## config.mk

```make
export PLATFORM = sky130hd
export DESIGN_NAME = trail_buffer
export DESIGN_NICKNAME = d
export VERILOG_FILES = /design/src/rtl/trail_buffer.sv
export SDC_FILE = /design/constraint.sdc
export NUM_CORES = 1
export LEC_CHECK = 0
export ABC_AREA = 1
export CORE_AREA = 5 5 216 218
export DETAILED_ROUTE_END_ITERATION = 10
export DIE_AREA = 0 0 221 223
export PLACE_DENSITY = 0.62
export SYNTH_ARGS = -nofsm -noshare
export SYNTH_HDL_FRONTEND = slang
export SYNTH_SLANG_ARGS = --single-unit
export TNS_END_PERCENT = 1
```

## constraint.sdc

```tcl
create_clock -name clk -period 7.5 [get_ports clk]
set_input_delay 2.25 -clock clk [delete_from_list [all_inputs] [get_ports clk]]
set_output_delay 2.25 -clock clk [all_outputs]
set_load 0.02 [all_outputs]
```

## src/rtl/trail_buffer.sv

```systemverilog
// rtl/trail_buffer.sv - pixel pass-through that keeps a fixed-length trail and erases its tail
module trail_buffer #(
  parameter int X_W       = 7,
  parameter int Y_W       = 7,
  parameter int C_W       = 3,
  parameter int DEPTH     = 16,
  parameter int TRAIL_LEN = 12
) (
  input  logic                     clk,
  input  logic                     reset_n,
  input  logic [X_W-1:0]           in_x,
  input  logic [Y_W-1:0]           in_y,
  input  logic [C_W-1:0]           in_color,
  input  logic                     in_we,
  input  logic                     flush,
  output logic [X_W-1:0]           out_x,
  output logic [Y_W-1:0]           out_y,
  output logic [C_W-1:0]           out_color,
  output logic                     out_we,
  output logic [$clog2(DEPTH):0]   occupancy,
  output logic                     collision,
  output logic                     overflow,
  output logic                     busy
);

  localparam int PTR_W = $clog2(DEPTH);
  localparam int OCC_W = PTR_W + 1;
  localparam int XY_W  = X_W + Y_W;

  logic [XY_W-1:0]  mem [DEPTH];
  logic [PTR_W-1:0] head;
  logic [PTR_W-1:0] tail;
  logic [XY_W-1:0]  in_xy;
  logic [PTR_W-1:0] offs;
  logic             push_req;
  logic             full;
  logic             do_push;
  logic             erase;
  logic             hit;

  assign in_xy = {in_x, in_y};

  always_comb begin
    push_req = in_we && (in_color != '0);
    full     = (occupancy == OCC_W'(DEPTH));
    do_push  = push_req && !full;
    // in_we owns the output port, so erases only drain on idle cycles
    erase    = !in_we && ((occupancy > OCC_W'(TRAIL_LEN)) ||
                          (busy && (occupancy != '0)));
  end

  // An entry is live when its distance from the tail is below occupancy
  always_comb begin
    hit  = 1'b0;
    offs = '0;
    for (int i = 0; i < DEPTH; i++) begin
      offs = PTR_W'(i) - tail;
      if (({1'b0, offs} < occupancy) && (mem[i] == in_xy)) hit = 1'b1;
    end
  end

  always_ff @(posedge clk) begin
    if (do_push) mem[head] <= in_xy;
  end

  always_ff @(posedge clk) begin
    if (reset_n) begin
      out_x     <= '0;
      out_y     <= '0;
      out_color <= '0;
      out_we    <= 1'b0;
      head      <= '0;
      tail      <= '0;
      occupancy <= '0;
      collision <= 1'b0;
      overflow  <= 1'b0;
      busy      <= 1'b0;
    end else begin
      out_we <= 1'b0;
      if (in_we) begin
        out_x     <= in_x;
        out_y     <= in_y;
        out_color <= in_color;
        out_we    <= 1'b1;
      end else if (erase) begin
        {out_x, out_y} <= mem[tail];
        out_color      <= '0;
        out_we         <= 1'b1;
      end

      if (do_push) begin
        head      <= head + PTR_W'(1);
        occupancy <= occupancy + OCC_W'(1);
      end else if (erase) begin
        tail      <= tail + PTR_W'(1);
        occupancy <= occupancy - OCC_W'(1);
      end

      if (flush && !busy) begin
        busy      <= 1'b1;
        collision <= 1'b0;
        overflow  <= 1'b0;
      end else if (busy && (occupancy == '0) && !do_push) begin
        busy <= 1'b0;
      end

      if (push_req && hit)  collision <= 1'b1;
      if (push_req && full) overflow  <= 1'b1;
    end
  end

endmodule

```

* Word level (Yosys, flattened, before mapping) *
Memory sizes are Yosys's and may differ from the RTL's. A register that Yosys moved wholly into a read port is not among the register bits.
Cells that the tools add are included.

word-level totals
  register bits = 34
  bits in latches = 0
  memory bits (writable) = 224
  memory bits (read-only) = 0
  input bits = 21
  logic and storage cells = 140
  memories kept = 1

operators by class
  add/sub/neg operators = 20
  multiply operators = 0
  div/mod/pow operators = 0
  order comparisons = 17
  equal/unequal tests = 17
  shifts and indexed selects = 0
  muxes and demuxes = 35
  bitwise gates (word level) = 1
  reduce and logical (&&, ||, !) cells = 39

memory list
  name  words  width  rd ports  clocked after Yosys merged registers in  write ports  line  text
  mem   16     14     17        1                                        1            30    logic [XY_W-1:0] mem [DEPTH];

operators with widths
  kind                 number
  $eq 14x14->1         16
  $lt 4x5->1           16
  $sub 4x4->4 const A  8
  $mux 7               4
  $logic_and 1x1->1    25
  $mux 1               25
  $sub 3x4->4 const A  4
  $mux 5               2
  $reduce_bool 2->1    5
  $add 4x1->4 const B  2
  $mux 4               2
  $sub 1x4->4 const A  2
  $sub 2x4->4 const A  2
  $mux 3               2
  $add 5x1->5 const B  1
  $eq 5x5->1 const B   1
  $gt 5x4->1 const B   1
  $logic_not 5->1      1
  $reduce_bool 5->1    1
  $sub 5x1->5 const B  1
  $logic_not 1->1      4
  $reduce_bool 3->1    1
  $reduce_and 2->1     1
  $logic_or 1x1->1     1
  $not 1->1            1

* Logic depth before layout (Yosys ltp) *
  depth after elaboration = 21
  depth in mapped cells = 16
  mapped depth without buffers = 16

* Worst setup path before layout *
No wires, ideal clock.

  path type = input to register
  start point = in in_we
  end point = mem mem[11][0] in the netlist's numbering, enable pin
  library setup time = 0.384 ns
  data arrival time = 3.597 ns
  required time = 7.116 ns
  path slack = 3.518 ns
  cell stages on the path = 7
  buffers on the path = 1
  cells stage by stage = buf_4 > nand2_1 > nand3_1 > nand2_2 > inv_2 > nand2_1 > nor2_1

between the ends
  word-level cells in the longest chain between the ends = 4

RTL lines
  element                       line  text
  start: declaration            14    input logic in_we,
  $logic_and 1x1->1             44    push_req = in_we && (in_color != '0);
  $logic_and 1x1->1             46    do_push = push_req && !full;
  $mux 1                        63    if (do_push) mem[head] <= in_xy;
  $mux 1 (not written as such)  63
  end: declaration              30

No other way between the ends.

* Final worst setup path *
  start point = in in_we
  end point = mem mem[12][10] in the netlist's numbering, enable pin

The elaborated chain is that of the path after synthesis.

==> results.md <==
* Overall Global Routing Usage at 18.4%
* Peak VDD IR at 0.183 mV
* CP startpoint kind: primary input
* Most used cell, CP: nand2_1
* Rel. slew slack at 10.9%
* Rows at 78
* Slowest cell on crit path: clkdlybuf4s50_1
* Post-synthesis area per instance at 8.41 um^2
* DR vias/cell at 5.12
* Actual slew at the worst max-slew pin at 1.33 ns
* Family with the most delay on the worst path: simple AND/OR/NAND/NOR gates
* Clk buf depth at 3
* Nets at 1910
* HPWL Detailed at 31800 um
* Routed vias at 12600
* WS Path Type: primary input to flip-flop
* Initial Util at 34.4%
* Switching part of the total at 38.9%
* Clock tree sinks at 262
* Fill cell count at 4550
* Cells after Synth at 1828
* GR Util met2 at 31.7%
* Gpl congestion at 0.908
* Pre-CTS WS at 1.62 ns
* Largest net degree at the start of global routing at 82
* Hold buffer count at CTS at 0
* Cell-internal power at 3.10 mW
* Fin crit share at 69.9%
* Crit. End Element: flip-flop
* Unrepaired setup endpoints after global routing: no
* CTS tree: done
* Total CTS buffers at 34
* Post-CTS Setup Repair Bufs at 0
* Max-slew violations at 0
* PwrDens at 295 mW/mm^2
* Drc violations at 0
* Clk slew on worst S/H paths at 0.05 ns
* Sequential share of power at 35.1%
* Core area at 0.0447 mm^2
* FMAX at 191 MHz
* Seq/Total Area, Yosys at 48.7%
* CTS-repair resized insts at 0
* P_sw at 1.97 mW
* Multi-input logic area at 0.00658 mm^2
* Most used routing layer: met2
* Fin. Hold Viols at 0
* Post-layout util at 38.4%
* Mapped Area at 0.0154 mm^2
* Number of antenna diodes at 0
* Global-route wire length before repair at 71200 um
* Final Skew at 0.0170 ns
* CP peak stage delay at 1.13 ns
* Wire length per cell at 19.1 um
* Worst Hold Class: flip-flop to flip-flop
* Vias in the first global route at 12300
* Port-buffer cells at 46
* Clock Tree Root: clkbuf_16
* DIE AREA at 0.0493 mm^2
* Final min period at 5.24 ns
* Fin Setup TNS at 0 ns
* Setup slack after layout at 2.26 ns
* Worst skew pair latency at 0.54 ns
* GRT met3 Usage at 3.09%
* Final setup vio count at 0
* Area Growth Syn to Fin at 11.7%
* Syn Nets at 1893
* Layout cells sized above 1 at 5.45%
* DRT Pass-1 Iters at 5
* Status: completed
* WL final at 47100 um
* Clock share of power at 30.3%
* GRT overflow at 0
* Buf/Inv on CP at 2
* H-tree Lvls at 2
* Leak at 7.09 nW
* Met1 usage at 23.9%
* DRT iter0 DRCs at 1413
* Ports at 47
* Synth cell types at 38
* Cells along the critical path: clkdlybuf4s50_1 -> nand2_1 -> nand3_1 -> nand2_2 -> inv_2 -> nand2_1 -> nor2_1
* Yosys reg bits at 262
* Antenna violations before repair at 1
* Antenna viol nets, final at 0
* Worst Path Required at 7.64 ns
* Worst EP arrival at 5.38 ns
* Die Width at 221 um
* Maxcap violations at 0
* DIE HEIGHT at 223 um
* CP max FO at 19
* FF-to-FF setup slack at 4.43 ns
* Comb pwr share at 34.6%
* Register Area at 0.00749 mm^2
* Ys Warns at 0
[power by group through the flow]
stage / logic, mW / clock network (mW) / registers [mW]
2_1_floorplan: 1.12 / 0 / 1.79
3_3_place_gp: 1.69 / 0 / 1.81
3_5_place_dp: 1.72 / 0 / 1.81
4_1_cts: 1.73 / 1.55 / 1.78
5_1_grt: 1.92 / 1.62 / 1.79
6_report: 1.75 / 1.54 / 1.78
[layout by cell type (no fill, tap or decap), types with 5 or more instances in the layout]
master           Yosys  final
xor2_1              95     95
nor2_1             217    217
a31oi_1             16     16
clkdlybuf4s50_1      0     44
clkinv_2             0      8
ha_1                43     43
nand3_1             44     44
buf_4               15     25
clkbuf_1            20      5
inv_1              159    159
xnor2_1             34     34
dfxtp_1             38     36
clkbuf_16            0     35
o21ai_0            140    140
nand2_1            541    541
edfxtp_1           224    224
inv_2                6      6
o21ai_1              6      6
mux2i_1              7      7
clkinv_1             2     10
a21oi_1             95     95
o22ai_1             25     25
nor3_1              16     16
[cells in the mapped netlist, drive strengths merged]
cell type / n / area, um^2
buf: 71 / 579
o22ai: 25 / 156
nand2: 545 / 2060
a2111oi: 1 / 15.0
a21oi: 96 / 484
a31oi: 16 / 100
or2: 2 / 12.5
clkbuf: 20 / 75.1
o21ai: 148 / 748
xnor2: 34 / 298
o21a: 1 / 7.51
dfxtp: 38 / 761
nor2: 219 / 837
o211ai: 4 / 30.0
edfxtp: 224 / 6730
fa: 1 / 20.0
o221ai: 4 / 35.0
nand3: 44 / 220
xor2: 95 / 832
nor4: 1 / 6.26
nor3: 17 / 96.4
inv: 169 / 644
mux2i: 7 / 70.1
ha: 43 / 538
clkinv: 2 / 7.51
a21o: 1 / 7.51
[final cells by class]
type / count / area share (%)
tap: 600 / 4.37
inverter: 171 / 3.80
sequential: 262 / 43.6
clock inverter: 22 / 0.889
multi-input combinational: 1304 / 38.3
timing repair buffer: 72 / 3.78
clock buffer: 40 / 5.21
[worst register-to-register path: stages (launching register included)]
cell	delay, ns
dfxtp_1	0.47
clkinv_1	0.28
ha_1	0.40
inv_1	0.06
ha_1	0.29
nand2_1	0.10
o21ai_0	0.23
nand2_1	0.08
nand2_1	0.06
nand2_1	0.12
nand3_1	0.14
nand2_1	0.12
nor2_1	0.29
nand2_1	0.09
o21ai_1	0.13
a21oi_1	0.07
[logic make-up after synthesis]
kind of cell | Yosys count | synth area share, %
mux | 7 | 0.456
flops | 262 | 48.7
compound gates | 296 | 10.3
simple gates | 828 | 21.0
buf+inv | 262 | 8.50
xor+xnor | 129 | 7.35
fa+ha+maj | 44 | 3.63
[per-stage QoR]
step | area [um^2] | power, mW | hold WS (ns) | cells
floorplan | 15400 | 2.91 | 0.497 | 1828
global placement | 16100 | 3.49 | 0.462 | 2408
detailed placement | 16100 | 3.53 | 0.465 | 2408
CTS | 17200 | 5.06 | 0.470 | 2470
global route | 17200 | 5.33 | 0.497 | 2471
finish | 17200 | 5.07 | 0.466 | 2471
[routing by layer]
layer / up-vias / share of wire [%]
met5: - / 0.028
met4: 2 / 3.0
li1: 5998 / -
met1: 6037 / 41
met3: 88 / 7.6
met2: 519 / 48
[sequential cells by signal, indices dropped and copies added (netlist names), named ones only]
| signal | cells |
|---|---|
| occupancy | 5 |
| tail | 4 |
| busy | 1 |
| out_y | 7 |
| mem | 224 |
| collision | 1 |
| out_color | 3 |
| head | 4 |
| overflow | 1 |
| out_x | 7 |
| out_we | 1 |
[worst paths after layout]
kind	startpoint	end	depth (start not counted)
worst max-delay path	in_we	mem[12][10]$_DFFE_PP_	7
worst min-delay path	out_color[2]$_SDFFE_PP0P_	out_color[2]$_SDFFE_PP0P_	2
worst max register to register	tail[0]$_SDFFE_PP0P_	collision$_SDFFE_PP0P_	15
worst min register to register	out_color[2]$_SDFFE_PP0P_	out_color[2]$_SDFFE_PP0P_	2
Note: power is estimated with default switching activity, not from simulation.
